===== config.mk =====
export PLATFORM = sky130hd
export DESIGN_NAME = button_conditioner
export DESIGN_NICKNAME = d
export VERILOG_FILES = /design/src/rtl/button_conditioner.sv
export SDC_FILE = /design/constraint.sdc
export NUM_CORES = 1
export LEC_CHECK = 0
export BUFFER_PORTS_ARGS = -buffer_cell sky130_fd_sc_hd__buf_2
export CORE_ASPECT_RATIO = 1.5
export CORE_MARGIN = 1.5
export CORE_UTILIZATION = 40
export CTS_CLUSTER_DIAMETER = 50
export CTS_CLUSTER_SIZE = 28
export DETAILED_ROUTE_END_ITERATION = 12
export SYNTH_ARGS = -nofsm -noshare
export SYNTH_HDL_FRONTEND = slang
export SYNTH_SLANG_ARGS = --single-unit
export TNS_END_PERCENT = 10

===== constraint.sdc =====
create_clock -name clk -period 4.5 [get_ports clk]
set_clock_uncertainty 0.1 [all_clocks]
set_input_delay 0.9 -clock clk [delete_from_list [all_inputs] [get_ports clk]]
set_output_delay 0.9 -clock clk [all_outputs]
set_load 0.1 [all_outputs]

===== src/rtl/button_conditioner.sv =====
// Raw push-button to clean level plus one-cycle press/release strobes: 2-FF sync, counter debounce, 4-state FSM.
// Optional auto-repeat of btn_pulse while held is built only when BTN_AUTOREPEAT_EN is defined.
//
// state        | meaning
// IDLE         | released, waiting for btn_s to go high
// PRESS_WAIT   | btn_s high, counting stable cycles before accepting the press
// HELD         | press accepted, btn_level=1
// RELEASE_WAIT | btn_s low, counting stable cycles before accepting the release
module button_conditioner #(
    parameter int unsigned DEBOUNCE_CYCLES = 1000000,
    parameter int unsigned REPEAT_DELAY    = 50000000,
    parameter int unsigned REPEAT_PERIOD   = 10000000,
    parameter int unsigned CNT_W           = 32
) (
    input  logic clk,
    input  logic reset_n,
    input  logic btn_in,
    output logic btn_level,
    output logic btn_pulse,
    output logic btn_release
);

    localparam logic [1:0] S_IDLE         = 2'd0;
    localparam logic [1:0] S_PRESS_WAIT   = 2'd1;
    localparam logic [1:0] S_HELD         = 2'd2;
    localparam logic [1:0] S_RELEASE_WAIT = 2'd3;

    localparam logic [CNT_W-1:0] ONE      = CNT_W'(1);
    localparam logic [CNT_W-1:0] DEB_LAST = CNT_W'(DEBOUNCE_CYCLES - 1);

    // Catch parameter sets the counters cannot represent at elaboration rather than in silicon.
    if ((DEBOUNCE_CYCLES < 2) ||
        ((64'(DEBOUNCE_CYCLES) >> CNT_W) != 64'd0) ||
        ((64'(REPEAT_DELAY) >> CNT_W) != 64'd0) ||
        ((64'(REPEAT_PERIOD) >> CNT_W) != 64'd0)) begin : g_bad_cfg
        $error("button_conditioner: DEBOUNCE_CYCLES < 2 or a count does not fit in CNT_W");
    end

    logic [1:0]       sync_q;
    logic             btn_s;
    logic [1:0]       state_q, state_d;
    logic [CNT_W-1:0] cnt_q, cnt_d;
    logic             level_q, level_d;
    logic             pulse_q, pulse_d;
    logic             release_q, release_d;
    logic             rep_pulse;

    assign btn_s = sync_q[1];

    always_comb begin
        state_d   = state_q;
        cnt_d     = cnt_q;
        level_d   = level_q;
        pulse_d   = 1'b0;
        release_d = 1'b0;
        case (state_q)
            S_IDLE: begin
                if (btn_s) begin
                    cnt_d   = ONE;
                    state_d = S_PRESS_WAIT;
                end
            end
            S_PRESS_WAIT: begin
                if (!btn_s) begin
                    cnt_d   = '0;
                    state_d = S_IDLE;
                end else if (cnt_q == DEB_LAST) begin
                    cnt_d   = '0;
                    state_d = S_HELD;
                    level_d = 1'b1;
                    pulse_d = 1'b1;
                end else begin
                    cnt_d = cnt_q + ONE;
                end
            end
            S_HELD: begin
                if (!btn_s) begin
                    cnt_d   = ONE;
                    state_d = S_RELEASE_WAIT;
                end
            end
            S_RELEASE_WAIT: begin
                if (btn_s) begin
                    cnt_d   = '0;
                    state_d = S_HELD;
                end else if (cnt_q == DEB_LAST) begin
                    cnt_d     = '0;
                    state_d   = S_IDLE;
                    level_d   = 1'b0;
                    release_d = 1'b1;
                end else begin
                    cnt_d = cnt_q + ONE;
                end
            end
            default: begin
                cnt_d   = '0;
                state_d = S_IDLE;
                level_d = 1'b0;
            end
        endcase
    end

`ifdef BTN_AUTOREPEAT_EN
    localparam logic [CNT_W-1:0] DLY_LAST = CNT_W'(REPEAT_DELAY - 1);
    localparam logic [CNT_W-1:0] PER_LAST = CNT_W'(REPEAT_PERIOD - 1);

    logic [CNT_W-1:0] rcnt_q, rcnt_d;
    logic             rarmed_q, rarmed_d;
    logic             rep_hit;

    // rarmed_q selects the initial delay versus the steady repeat period.
    always_comb begin
        rcnt_d   = rcnt_q;
        rarmed_d = rarmed_q;
        rep_hit  = 1'b0;
        if ((state_q == S_PRESS_WAIT) && (state_d == S_HELD)) begin
            rcnt_d   = '0;
            rarmed_d = 1'b0;
        end else if ((state_q == S_HELD) || (state_q == S_RELEASE_WAIT)) begin
            if (rcnt_q == (rarmed_q ? PER_LAST : DLY_LAST)) begin
                rep_hit  = 1'b1;
                rcnt_d   = '0;
                rarmed_d = 1'b1;
            end else begin
                rcnt_d = rcnt_q + ONE;
            end
        end else begin
            rcnt_d   = '0;
            rarmed_d = 1'b0;
        end
    end

    assign rep_pulse = rep_hit && !release_d;

    always_ff @(posedge clk or negedge reset_n) begin
        if (!reset_n) begin
            rcnt_q   <= '0;
            rarmed_q <= 1'b0;
        end else begin
            rcnt_q   <= rcnt_d;
            rarmed_q <= rarmed_d;
        end
    end
`else
    assign rep_pulse = 1'b0;
`endif

    always_ff @(posedge clk or negedge reset_n) begin
        if (!reset_n) begin
            sync_q    <= 2'b00;
            state_q   <= S_IDLE;
            cnt_q     <= '0;
            level_q   <= 1'b0;
            pulse_q   <= 1'b0;
            release_q <= 1'b0;
        end else begin
            sync_q    <= {sync_q[0], btn_in};
            state_q   <= state_d;
            cnt_q     <= cnt_d;
            level_q   <= level_d;
            pulse_q   <= pulse_d | rep_pulse;
            release_q <= release_d;
        end
    end

    assign btn_level   = level_q;
    assign btn_pulse   = pulse_q;
    assign btn_release = release_q;

endmodule

**Word level (Yosys, flattened, before mapping)**

Cells that the tools add are included.

- Flip-flop bits (word level): 39
- Latch bits: 0
- RAM bits: 0
- ROM bits: 0
- Input bits: 3
- Output and inout port bits: 3
- Logic and storage cells: 47
- Memories: 0

- $add $sub $neg: 1
- $mul: 0
- Div/mod/pow operators: 0
- Magnitude comparators: 0
- Eq/ne operators: 12
- Shift operators: 0
- Multiplexer cells: 23
- Bitwise logic cells: 0
- Reduce and logical (&&, ||, !) cells: 5

Operators with widths:

| cell | number |
|---|---|
| $mux 32 | 5 |
| $pmux 32 s4 | 1 |
| $add 32x1->32 const B | 1 |
| $eq 32x20->1 const B | 1 |
| $mux 2 | 6 |
| $ne 2x2->1 const B | 6 |
| $mux 1 | 9 |
| $pmux 2 s4 | 1 |
| $ne 3x3->1 const B | 2 |
| $reduce_and 5->1 | 1 |
| $eq 2x2->1 const B | 2 |
| $reduce_and 4->1 | 1 |
| $eq 2x1->1 const B | 1 |
| $logic_not 2->1 | 1 |
| $pmux 1 s2 | 1 |
| $reduce_and 2->1 | 1 |
| $reduce_bool 2->1 | 1 |

**Logic depth before layout (Yosys ltp)**

- Depth in word-level cells: 4
- Mapped depth: 8

**Worst setup path after synthesis**

Ideal clock, no wire load.

- Path kind: reg-to-reg
- From: register cnt_q[6]
- To: register cnt_q[3]
- Library setup time: 0.125 ns
- Arrival: 1.717 ns
- Required time: 4.275 ns
- Setup slack: 2.559 ns
- Stages on the path, launching flop included: 9
- Buffers on the path: 3
- Period minus slack after synthesis: 1.941 ns
- Cells stage by stage: dfrtp_1 clkbuf_1 nor4b_1 and4_1 nand3_2 buf_2 buf_2 a41oi_1 nand2_1

- Cells in the longest elaborated chain, start to end: 4
- Elaborated cells between the ends (all ways): 5
- Classes of those cells: eq/ne: 1; mux: 4

Ends and longest elaborated chain:

| item | line | RTL |
|---|---|---|
| from (decl) | 42 | `logic [CNT_W-1:0] cnt_q, cnt_d;` |
| from (signal assigned) | 159 | `cnt_q <= cnt_d;` |
| $eq 32x20->1 * | 67, 86 |  |
| $mux 32 * | 67, 86 |  |
| $mux 32 (on tied branches) | 83, 64 |  |
| $pmux 32 s4 * | 56 | `case (state_q)` |

Mark *: on every way between the ends. The rest lies on a longest branch, timed or not.
A chain may end at the register's enable or synchronous reset.

==> flow_summary.json <==
{
  "cts_made_buffers": 5,
  "synth_cells": 260,
  "p_per_area_nw_per_um2": 372,
  "grt-ovfl-total": 0,
  "grt_pass1_vias": 2002,
  "cp-start-kind": "register",
  "design_area_sq_um": 2470,
  "cts_max_level": 2,
  "met2_length_microns": 3030,
  "io_pins": 6,
  "syn_nets": 264,
  "drive_above_1_share": 0.123,
  "die_area_sq_um": 6330,
  "yosys_warnings": 0,
  "synth_flop_cell": "dfrtp_1",
  "area_delta_synth_final_pct": 5.51,
  "fin_crit_ns": 2.51,
  "root_buffer": "clkbuf_8",
  "r2r-start": "cnt_q[0]",
  "dr.pass1.iters": 4,
  "path_max_fanout": 22,
  "met1_length_microns": 2440,
  "die_x_microns": 65.5,
  "synth_edf_count": 0,
  "leakage_uw": 0.00102,
  "cp.required_ns": 4.56,
  "cts_hold_buf": 0,
  "placed_area_sq_um": 2380,
  "hold_slack_ns": 0.263,
  "critical_path.slowest_cell": "a21boi_0",
  "io_buffers": 5,
  "yosysTopAreaCell": "dfrtp_1",
  "std_cell_rows": 33,
  "grt_usage": 0.200,
  "drt_iter0_drc": 140,
  "clock_path_buffers": 2,
  "path_class": "register to register",
  "synth.distinct_cells": 49,
  "synth_area_leaders": "dfrtp_1 42%, nand3_1 5.6%, nand4_1 5.3%",
  "rsz0062_at_grt": "no",
  "dp_hpwl_microns": 4050,
  "clk_pin_slew_ns": 0.08,
  "cts_setup_buffers": 0,
  "grt_max_degree": 40,
  "routed_wl_microns": 5890,
  "end_kind": "register",
  "cts_tree": "done",
  "fmax_ghz": 0.398,
  "pre_cts_ws_ns": 2.02,
  "top_layer": "met4",
  "min_path_type": "register to register",
  "num_vias": 2080,
  "period_share": 0.558,
  "start_util": 0.420,
  "grt_antenna_before_repair": 0,
  "clock_latency_ns": 0.29,
  "ant_nets": 0,
  "wl_per_cell_microns": 17.9,
  "final_util": 0.443,
  "yosysSeqAreaShare": 0.417,
  "drcViolationCount": 0,
  "syn_avg_cell_area_sq_um": 9.00,
  "max_stage_delay_ns": 0.49,
  "core_sq_um": 5570,
  "post_cts_resized": 0,
  "peakVddDrop_v": 0.000201,
  "synth_top_area_frac": 0.417,
  "timing.slew.headroom": 0.393,
  "diodes": 0,
  "critPathTopFamily": "simple AND/OR/NAND/NOR gates",
  "max_cap_viol_count": 0,
  "cp_cell_sequence": "ha_1, nand3_1, nor2_1, nand3_2, a21boi_0, o22ai_1",
  "netlist_area_sq_um": 2340,
  "fin_ws_ns": 1.99,
  "fin_nets": 264,
  "hold_start": "sync_q[0]",
  "startpoint": "cnt_q[0]",
  "cp.arrival_ns": 2.57,
  "async_reset_ff_frac": 1.00,
  "crit_buf_inv": 0,
  "finalHoldViolCount": 0,
  "grt_pass1_wl_microns": 9940,
  "cts.sinks": 39,
  "setup_violations": 0,
  "netlist_top_cells_count": "39 x dfrtp_1, 32 x nand2_1, 26 x nand3_1, 20 x nand4_1, 14 x nor2_1",
  "wl_met3_microns": 272,
  "slew_violations": 0,
  "status": "complete, no violations",
  "viasPerCell": 6.30,
  "tightest_slew_ns": 0.910,
  "yosysMostFrequentCell": "dfrtp_1",
  "tns_ns": 0,
  "gp_congestion": 0.860,
  "ys_ff_latch": 39,
  "die_h_microns": 96.7
}
## sequential cells by signal, indices dropped and copies added (netlist names), named ones only
signal,cells
state_q,1
btn_release,1
sync_q,2
cnt_q,32
btn_pulse,1
btn_level,1
## layout make-up
type | count | area [sq um]
Fill cell | 550 | 3100
Multi-Input combinational cell | 200 | 1250
Sequential cell | 39 | 976
Tap cell | 70 | 87.6
Clock buffer | 6 | 82.6
Timing Repair Buffer | 7 | 40.0
Inverter | 7 | 26.3
Clock inverter | 1 | 5.00
## metal layers
| layer | GRT usage | vias to the layer above |
|---|---|---|
| met5 | 0 | - |
| met4 | 0.0865 | 0 |
| met3 | 0.0372 | 13 |
| met2 | 0.334 | 62 |
| met1 | 0.247 | 1014 |
| li1 | - | 991 |
## through the flow
step / total power [uW] / instances
2_1_floorplan: 613 / 260
3_3_place_gp: 674 / 323
3_5_place_dp: 675 / 323
4_1_cts: 919 / 330
5_1_grt: 976 / 330
6_report: 919 / 330
## kinds of logic (layout without fill, tap and decap cells)
family | after synthesis | in the layout | share of synthesized area
AND/OR/NAND/NOR | 143 | 143 | 0.350
AO/OA/AOI/OAI | 54 | 54 | 0.173
flip-flops | 39 | 39 | 0.417
buffers and inverters | 21 | 21 | 0.0481
XOR/XNOR | 2 | 2 | 0.00748
adder cells (fa/ha/maj) | 1 | 1 | 0.00534
## cell usage in the layout (no fill, tap or decap), types with 5 or more instances in the layout
cell type   n
dfrtp_1    39
nand2_1    32
nand3_1    26
nand4_1    20
nor2_1     14
nor3_1      9
o21ai_0     9
a31oi_1     8
inv_1       7
and3_1      7
clkbuf_8    6
and4_1      5
nor4_1      5
or3_1       5
o211ai_1    5
buf_2       5
## power breakdown
part	leakage (uW)	internal (uW)	total, uW	switching, uW
registers	0.000534	369	396	26.6
clock network	0.0000470	120	246	125
logic	0.000442	74.2	278	204
total	0.00102	564	919	355
## final timing paths
kind / endpoint / slack (ns) / cells after the start
hold / removal: sync_q[1] / 0.26 / 0
min in group asynchronous: cnt_q[30] / 0.63 / 1
setup reg to reg: register / 1.99 / 6
max in group asynchronous: cnt_q[15] / 3.10 / 1
hold reg to reg: sync_q[1] / 0.26 / 0
setup / recovery: register / 1.99 / 6
(Power assumes the default switching activity.)
